`config.mk`:
```
export PLATFORM = sky130hd
export DESIGN_NAME = responder_arbiter_flat
export DESIGN_NICKNAME = d
export VERILOG_FILES = /design/src/rtl/responder_pkg.sv /design/src/rtl/responder_arbiter_if.sv /design/src/rtl/key_debounce.sv /design/src/rtl/responder_arbiter.sv /design/src/flat_wrapper.sv
export SDC_FILE = /design/constraint.sdc
export NUM_CORES = 1
export LEC_CHECK = 0
export ABC_AREA = 1
export BUFFER_PORTS_ARGS = -buffer_cell sky130_fd_sc_hd__buf_2
export CAP_MARGIN = 25
export CORE_UTILIZATION = 45
export CTS_BUF_LIST = sky130_fd_sc_hd__clkbuf_4 sky130_fd_sc_hd__clkbuf_8 sky130_fd_sc_hd__clkbuf_16
export DETAILED_ROUTE_END_ITERATION = 6
export PLACE_DENSITY = 0.58
export SYNTH_ARGS = -nofsm -noshare
export SYNTH_HDL_FRONTEND = slang
export SYNTH_SLANG_ARGS = --single-unit
```
`constraint.sdc`:
```
create_clock -name CLK -period 3.4 [get_ports CLK]
set_input_delay 0.17 -clock CLK [delete_from_list [all_inputs] [get_ports CLK]]
set_output_delay 0.17 -clock CLK [all_outputs]
set_load 0.02 [all_outputs]
```
`src/rtl/responder_pkg.sv`:
```
// Shared types and constants for the quiz responder front-end.
package responder_pkg;

    typedef enum logic [1:0] {
        SETUP   = 2'd0,
        ARMED   = 2'd1,
        LOCKED  = 2'd2,
        EXPIRED = 2'd3
    } state_t;

    localparam int unsigned MAX_PLAYERS         = 8;
    localparam int unsigned ID_W                = 3;
    localparam int unsigned DEF_DEBOUNCE_CYCLES = 1_000_000;
    localparam int unsigned DEF_BEEP_CYCLES     = 12_500_000;

    // Index of the lowest set bit; lowest index wins simultaneous presses.
    function automatic logic [ID_W-1:0] lowest_index(input logic [MAX_PLAYERS-1:0] req);
        logic [ID_W-1:0] idx;
        logic            found;
        idx   = '0;
        found = 1'b0;
        for (int unsigned i = 0; i < MAX_PLAYERS; i++) begin
            if (req[i] && !found) begin
                idx   = ID_W'(i);
                found = 1'b1;
            end
        end
        return idx;
    endfunction

endpackage

```
`src/rtl/responder_arbiter_if.sv`:
```
// Host/contestant/timer signal bundle for the responder arbiter.
interface responder_arbiter_if #(
    parameter int unsigned N_PLAYERS = 4
);
    import responder_pkg::*;

    logic                  Start;
    logic [N_PLAYERS-1:0]  Key;
    logic                  TimeOver_Block;
    logic                  Timer_Start;
    logic                  Answer;
    logic [ID_W-1:0]       Winner_ID;
    logic                  Winner_Valid;
    logic [N_PLAYERS-1:0]  Player_LED;
    logic [N_PLAYERS-1:0]  Foul_LED;
    logic                  Buzzer_Press;

    modport master (
        output Start, Key, TimeOver_Block,
        input  Timer_Start, Answer, Winner_ID, Winner_Valid,
               Player_LED, Foul_LED, Buzzer_Press
    );

    modport slave (
        input  Start, Key, TimeOver_Block,
        output Timer_Start, Answer, Winner_ID, Winner_Valid,
               Player_LED, Foul_LED, Buzzer_Press
    );

endinterface

```
`src/rtl/key_debounce.sv`:
```
// One contestant key: 2-flop synchroniser, stability debounce, and a
// registered one-cycle pulse on the debounced released->pressed edge.
module key_debounce
    import responder_pkg::*;
#(
    parameter int unsigned DEBOUNCE_CYCLES = DEF_DEBOUNCE_CYCLES
) (
    input  logic CLK,
    input  logic RSTn,
    input  logic key_n,
    output logic press
);

    localparam int unsigned      CNT_W    = $clog2(DEBOUNCE_CYCLES + 1);
    localparam logic [CNT_W-1:0] CNT_LAST = CNT_W'(DEBOUNCE_CYCLES - 1);

    logic             sync1_n;
    logic             sync2_n;
    logic             deb_n;
    logic             deb_d_n;
    logic [CNT_W-1:0] cnt;

    always_ff @(posedge CLK) begin
        if (!RSTn) begin
            sync1_n <= 1'b1;
            sync2_n <= 1'b1;
            deb_n   <= 1'b1;
            deb_d_n <= 1'b1;
            cnt     <= '0;
            press   <= 1'b0;
        end else begin
            sync1_n <= key_n;
            sync2_n <= sync1_n;
            deb_d_n <= deb_n;
            press   <= ~deb_n & deb_d_n;
            // Any return to the accepted level restarts the stability count.
            if (sync2_n == deb_n) begin
                cnt <= '0;
            end else if (cnt >= CNT_LAST) begin
                deb_n <= sync2_n;
                cnt   <= '0;
            end else begin
                cnt <= cnt + 1'b1;
            end
        end
    end

endmodule

```
`src/rtl/responder_arbiter.sv`:
```
// Lock-out arbiter: debounced keys, first-press winner selection, foul
// tracking and the lock-in beep, feeding the downstream countdown timer.
module responder_arbiter
    import responder_pkg::*;
#(
    parameter int unsigned N_PLAYERS       = 4,
    parameter int unsigned DEBOUNCE_CYCLES = DEF_DEBOUNCE_CYCLES,
    parameter int unsigned BEEP_CYCLES     = DEF_BEEP_CYCLES
) (
    input  logic               CLK,
    input  logic               RSTn,
    responder_arbiter_if.slave bus
);

    localparam int unsigned       BEEP_W    = $clog2(BEEP_CYCLES + 1);
    localparam logic [BEEP_W-1:0] BEEP_LAST = BEEP_W'(BEEP_CYCLES - 1);

    logic [N_PLAYERS-1:0] press;

    for (genvar g = 0; g < N_PLAYERS; g++) begin : g_key
        key_debounce #(
            .DEBOUNCE_CYCLES(DEBOUNCE_CYCLES)
        ) u_key (
            .CLK  (CLK),
            .RSTn (RSTn),
            .key_n(bus.Key[g]),
            .press(press[g])
        );
    end

    state_t               state, state_nx;
    logic                 timer_start, timer_start_nx;
    logic                 answer, answer_nx;
    logic [ID_W-1:0]      winner_id, winner_id_nx;
    logic                 winner_valid, winner_valid_nx;
    logic [N_PLAYERS-1:0] player_led, player_led_nx;
    logic [N_PLAYERS-1:0] foul_led, foul_led_nx;
    logic                 buzzer, buzzer_nx;
    logic [BEEP_W-1:0]    beep_cnt, beep_cnt_nx;

    logic [N_PLAYERS-1:0]   eligible;
    logic [MAX_PLAYERS-1:0] eligible_w;
    logic [ID_W-1:0]        win_id;

    assign eligible   = press & ~foul_led;
    assign eligible_w = MAX_PLAYERS'(eligible);
    assign win_id     = lowest_index(eligible_w);

    always_ff @(posedge CLK) begin
        if (!RSTn) begin
            state        <= SETUP;
            timer_start  <= 1'b0;
            answer       <= 1'b0;
            winner_id    <= '0;
            winner_valid <= 1'b0;
            player_led   <= '0;
            foul_led     <= '0;
            buzzer       <= 1'b0;
            beep_cnt     <= '0;
        end else begin
            state        <= state_nx;
            timer_start  <= timer_start_nx;
            answer       <= answer_nx;
            winner_id    <= winner_id_nx;
            winner_valid <= winner_valid_nx;
            player_led   <= player_led_nx;
            foul_led     <= foul_led_nx;
            buzzer       <= buzzer_nx;
            beep_cnt     <= beep_cnt_nx;
        end
    end

    // Priority: Start > TimeOver_Block > press pulses.
    always_comb begin
        state_nx = state;
        unique case (state)
            SETUP:   if (!bus.Start) state_nx = ARMED;
            ARMED: begin
                if (bus.Start)               state_nx = SETUP;
                else if (bus.TimeOver_Block) state_nx = EXPIRED;
                else if (|eligible)          state_nx = LOCKED;
            end
            LOCKED: begin
                if (bus.Start)               state_nx = SETUP;
                else if (bus.TimeOver_Block) state_nx = EXPIRED;
            end
            EXPIRED: if (bus.Start) state_nx = SETUP;
            default: state_nx = SETUP;
        endcase
    end

    always_comb begin
        timer_start_nx  = timer_start;
        answer_nx       = answer;
        winner_id_nx    = winner_id;
        winner_valid_nx = winner_valid;
        player_led_nx   = player_led;
        foul_led_nx     = foul_led;
        buzzer_nx       = buzzer;
        beep_cnt_nx     = beep_cnt;

        unique case (state)
            SETUP: foul_led_nx = foul_led | press;
            ARMED: begin
                if (state_nx == LOCKED) begin
                    winner_id_nx    = win_id;
                    winner_valid_nx = 1'b1;
                    player_led_nx   = N_PLAYERS'(1) << win_id;
                    timer_start_nx  = 1'b1;
                    answer_nx       = 1'b1;
                    buzzer_nx       = 1'b1;
                    beep_cnt_nx     = '0;
                end
            end
            LOCKED: begin
                if (state_nx == EXPIRED) begin
                    answer_nx = 1'b0;
                    buzzer_nx = 1'b0;
                end else if (buzzer) begin
                    if (beep_cnt >= BEEP_LAST) buzzer_nx   = 1'b0;
                    else                       beep_cnt_nx = beep_cnt + 1'b1;
                end
            end
            default: ;
        endcase

        // Returning to setup wipes the whole round, fouls included.
        if (state != SETUP && state_nx == SETUP) begin
            timer_start_nx  = 1'b0;
            answer_nx       = 1'b0;
            winner_id_nx    = '0;
            winner_valid_nx = 1'b0;
            player_led_nx   = '0;
            foul_led_nx     = '0;
            buzzer_nx       = 1'b0;
            beep_cnt_nx     = '0;
        end
    end

    assign bus.Timer_Start  = timer_start;
    assign bus.Answer       = answer;
    assign bus.Winner_ID    = winner_id;
    assign bus.Winner_Valid = winner_valid;
    assign bus.Player_LED   = player_led;
    assign bus.Foul_LED     = foul_led;
    assign bus.Buzzer_Press = buzzer;

endmodule

```
`src/flat_wrapper.sv`:
```
// flat-port wrapper written by rule: the top's interface ports become plain ports
module responder_arbiter_flat import responder_pkg::*;
#(
    parameter int unsigned N_PLAYERS       = 4,
    parameter int unsigned DEBOUNCE_CYCLES = DEF_DEBOUNCE_CYCLES,
    parameter int unsigned BEEP_CYCLES     = DEF_BEEP_CYCLES
)
  (CLK, RSTn, bus_Start, bus_Key, bus_TimeOver_Block, bus_Timer_Start, bus_Answer, bus_Winner_ID, bus_Winner_Valid, bus_Player_LED, bus_Foul_LED, bus_Buzzer_Press);
  responder_arbiter_if #(.N_PLAYERS(N_PLAYERS)) bus_i ();
  input  logic CLK;
  input  logic RSTn;
  input wire logic [$bits(bus_i.Start)-1:0] bus_Start;
  input wire logic [$bits(bus_i.Key)-1:0] bus_Key;
  input wire logic [$bits(bus_i.TimeOver_Block)-1:0] bus_TimeOver_Block;
  output wire logic [$bits(bus_i.Timer_Start)-1:0] bus_Timer_Start;
  output wire logic [$bits(bus_i.Answer)-1:0] bus_Answer;
  output wire logic [$bits(bus_i.Winner_ID)-1:0] bus_Winner_ID;
  output wire logic [$bits(bus_i.Winner_Valid)-1:0] bus_Winner_Valid;
  output wire logic [$bits(bus_i.Player_LED)-1:0] bus_Player_LED;
  output wire logic [$bits(bus_i.Foul_LED)-1:0] bus_Foul_LED;
  output wire logic [$bits(bus_i.Buzzer_Press)-1:0] bus_Buzzer_Press;
  assign bus_i.Start = bus_Start;
  assign bus_i.Key = bus_Key;
  assign bus_i.TimeOver_Block = bus_TimeOver_Block;
  assign bus_Timer_Start = bus_i.Timer_Start;
  assign bus_Answer = bus_i.Answer;
  assign bus_Winner_ID = bus_i.Winner_ID;
  assign bus_Winner_Valid = bus_i.Winner_Valid;
  assign bus_Player_LED = bus_i.Player_LED;
  assign bus_Foul_LED = bus_i.Foul_LED;
  assign bus_Buzzer_Press = bus_i.Buzzer_Press;
  responder_arbiter #(.N_PLAYERS(N_PLAYERS), .DEBOUNCE_CYCLES(DEBOUNCE_CYCLES), .BEEP_CYCLES(BEEP_CYCLES)) u_core (.CLK(CLK), .RSTn(RSTn), .bus(bus_i));
endmodule
```
==> insert_results.sql <==
INSERT INTO impl_metrics (metric_group, metric, value, unit) VALUES
('drt', 'routed_wl', '13.7', 'mm'),
('drt', 'detail-route-antenna-nets', '0', ''),
('synthesis', 'synthesis.area_per_instance', '7.02', 'um2'),
('setup_path', 'critPathLaunch', 'u_core.state[1]', ''),
('clock_tree', 'clk-insertion-delay-late', '0.42', 'ns'),
('synthesis', 'synth.cells.most_frequent', '187 x nand2_1, 141 x nor2_1, 139 x dfxtp_1, 119 x inv_1, 89 x nand3_1', ''),
('synthesis', 'yosysMostFrequentCell', 'nand2_1', ''),
('timing', 'finalHoldViolations', '0', ''),
('clock_tree', 'cts_made_buffers', '17', ''),
('clock_tree', 'cts.repair.resized', '0', ''),
('grt', 'gr-total-overflow', '0', ''),
('power', 'power_report.internal_total', '0.00267', 'W'),
('setup_path', 'crit-reg2reg-capture', 'u_core.beep_cnt[17]', ''),
('setup_path', 'startpoint_of_the_worst_slack_reg_to_reg_timing_path', 'u_core.state[1]', ''),
('setup_path', 'timing.setup.critical_path_class', 'reg2reg', ''),
('timing', 'fin_skew', '0.00717', 'ns'),
('synthesis', 'synthesis.yosys.warnings', '0', ''),
('synthesis', 'synth.net_count', '989', ''),
('timing', 'final-setup-viol-count', '0', ''),
('final_layout', 'area_delta_synth_final', '11.5', '%'),
('setup_path', 'cp-start-kind', 'register', ''),
('final_layout', 'drive_above_1_share', '8.98', '%'),
('final_layout', 'nNetsFinal', '1007', ''),
('timing', 'layout_min_cycle_time', '2.61', 'ns'),
('clock_tree', 'cts_htree_levels', '4', ''),
('placement', 'gp_congestion', '0.859', ''),
('clock_tree', 'clock-root-buffer', 'clkbuf_16', ''),
('final_layout', 'fillers', '1487', ''),
('drt', 'route.vias.total', '5837', ''),
('setup_path', 'cp-end-kind', 'register', ''),
('floorplan', 'design.portCount', '23', ''),
('clock_tree', 'cts.reportedPaths.clkPinSlew', '0.06', 'ns'),
('drt', 'route.layer.met1.wl', '6.89', 'mm'),
('grt', 'first_global_vias', '5351', ''),
('placement', 'portBuffers', '21', ''),
('clock_tree', 'tritoncts', 'built', ''),
('timing', 'slew_headroom', '42.3', '%'),
('setup_path', 'critPathRequiredTime', '3.70', 'ns'),
('placement', 'place_inst', '1150', ''),
('floorplan', 'fp.dieArea', '15600', 'um2'),
('floorplan', 'initial_utilization', '46.5', '%'),
('timing', 'slew_at_the_pin_closest_to_its_max_slew_limit', '0.863', 'ns'),
('setup_path', 'timing.critical_path.to', 'u_core.beep_cnt[17]', ''),
('final_layout', 'antenna_cells_inserted', '0', ''),
('power', 'total_switching_power', '0.000906', 'W'),
('floorplan', 'horizontal_die_dimension', '125', 'um'),
('timing', 'finalSetupTns', '0', 'ns'),
('timing', 'layout_worst_path_cycle_share', '76.7', '%'),
('clock_tree', 'clk_path_buf_depth', '2', ''),
('drt', 'via_count_normalized_by_instance_count', '4.92', ''),
('drt', 'met3_wirelength', '446', 'um'),
('setup_path', 'r2r.worst_path.cells', '14', ''),
('status', 'status', 'complete, no violations', ''),
('power', 'total_power_consumption_of_the_routed_design', '0.00358', 'W'),
('synthesis', 'synthFlopType', 'dfxtp_1', ''),
('drt', 'post-route-drc-count', '0', ''),
('synthesis', 'synth_seq_area_share', '40.8', '%'),
('setup_path', 'critPathArrivalTime', '2.91', 'ns'),
('timing', 'fmax', '0.383', 'GHz'),
('timing', 'timing.final.max_slew_violations', '0', ''),
('synthesis', 'ys_async_sr_fraction', '0', '%'),
('clock_tree', 'total_clock_sinks', '139', ''),
('grt', 'antenna_found_initial', '0', ''),
('drt', 'highest-signal-layer', 'met4', ''),
('drt', 'avgRoutedWirePerCell', '11.6', 'um'),
('power', 'ir_worst_vdd', '0.000350', 'V'),
('floorplan', 'fp-row-count', '44', ''),
('grt', 'wire_length_of_the_first_global_routing_pass', '24.3', 'mm'),
('synthesis', 'postSynthRegisterBits', '139', ''),
('synthesis', 'synth_edf_count', '0', ''),
('hold_path', 'hold_path.class', 'in2reg', '');
-- worst max-delay path: stages (launching register included) --
cell and delay [ns]:
dfxtp_1 0.39, inv_1 0.10, ha_1 0.29, nor2_2 0.15, nor2_2 0.05, o21ai_1 0.12
nand2_1 0.07, nand2_1 0.09, nand2_2 0.09, nand3_1 0.12, nand2_1 0.08, nand2_2 0.63
nand3_1 0.16, nand2_1 0.10, nor2_1 0.04
-- routing by layer --
metal / track usage (%) / vias up
met3: 5.26 / 10
met4: 6.38 / 0
met2: 30.2 / 56
li1: - / 3166
met5: 0 / -
met1: 24.4 / 2605
-- worst min path at each step --
stage / startpoint / endpoint / slack (ns) / depth (start not counted)
global placement: bus_Key[1] / u_core.g_key[1].u_key.sync1_n / 0.36 / 2
detailed placement: bus_Key[1] / u_core.g_key[1].u_key.sync1_n / 0.36 / 2
global route: RSTn / u_core.g_key[1].u_key.deb_n / 0.07 / 2
finish: RSTn / u_core.g_key[2].u_key.deb_d_n / 0.07 / 2
floorplan: bus_Key[0] / u_core.g_key[0].u_key.sync1_n / 0.28 / 1
CTS: RSTn / u_core.g_key[2].u_key.deb_d_n / 0.06 / 2
-- kinds of logic (layout without fill, tap and decap cells) --
logic type | count (synthesis) | count (layout) | synth area share (%)
fa+ha+maj | 10 | 10 | 1.84
compound gates | 112 | 112 | 9.24
xor+xnor | 34 | 34 | 4.37
buf+inv | 149 | 180 | 8.93
simple gates | 526 | 526 | 34.7
other cells | 1 | 1 | 0.0550
flops | 139 | 139 | 40.8
-- cell usage in the layout (no fill, tap or decap), types with 8 or more instances in the layout --
cell type	instances
nor3_1	33
nand2_1	187
xor2_1	27
or2_2	16
o211ai_1	8
ha_1	10
clkbuf_16	17
a21oi_1	66
buf_2	21
nand3_1	89
nor3b_1	8
nor2_1	141
nand4_1	17
nand3b_1	8
inv_1	119
dfxtp_1	139
o21ai_0	18
nor4_1	8
-- sequential cells by signal, summed over array words and instances (netlist names) --
register	flops
u_core.bus.Player_LED	4
u_core.g_key.u_key.deb_d_n	4
u_core.bus.Buzzer_Press	1
u_core.bus.Winner_Valid	1
u_core.g_key.u_key.press	4
u_core.g_key.u_key.sync2_n	4
u_core.g_key.u_key.deb_n	4
u_core.g_key.u_key.sync1_n	4
u_core.bus.Foul_LED	4
u_core.bus.Winner_ID	2
u_core.beep_cnt	24
u_core.bus.Answer	1
u_core.state	2
u_core.g_key.u_key.cnt	80
-- stage by stage --
stage	hold WS, ns	setup WS, ns	utilization, %	cell area (um2)
after CTS	0.0602	0.749	51.9	7600
final	0.0678	0.791	51.9	7600
after global placement	0.355	0.790	47.9	7020
after global routing	0.0740	0.473	51.9	7600
after detailed placement	0.359	0.777	47.9	7020
after floorplan	0.277	1.39	-	6810
-- area by class of cell --
class                           count  area [um2]  area share (%)
Tap cell                          184         230            3.03
Inverter                          121         454            5.98
Sequential cell                   139        2780            36.6
Clock buffer                       17         425            5.60
Multi-Input combinational cell    683        3430            45.1
Timing Repair Buffer               27         160            2.11
Clock inverter                     15         115            1.52
-- repair_timing --
action	CTS	global route
endpoints found under the hold margin	4	0
buffers inserted	0	0
hold buffers	4	0
-- power by group through the flow --
stage	Clock [W]	Sequential [W]	Combinational, W
final	0.00170	0.00170	0.000183
after global routing	0.00182	0.00171	0.000214
after CTS	0.00175	0.00170	0.000185
after detailed placement	0	0.00174	0.000181
after global placement	0	0.00174	0.000179
after floorplan	0	0.00173	0.000150
Power figures use the tool's default switching activity.
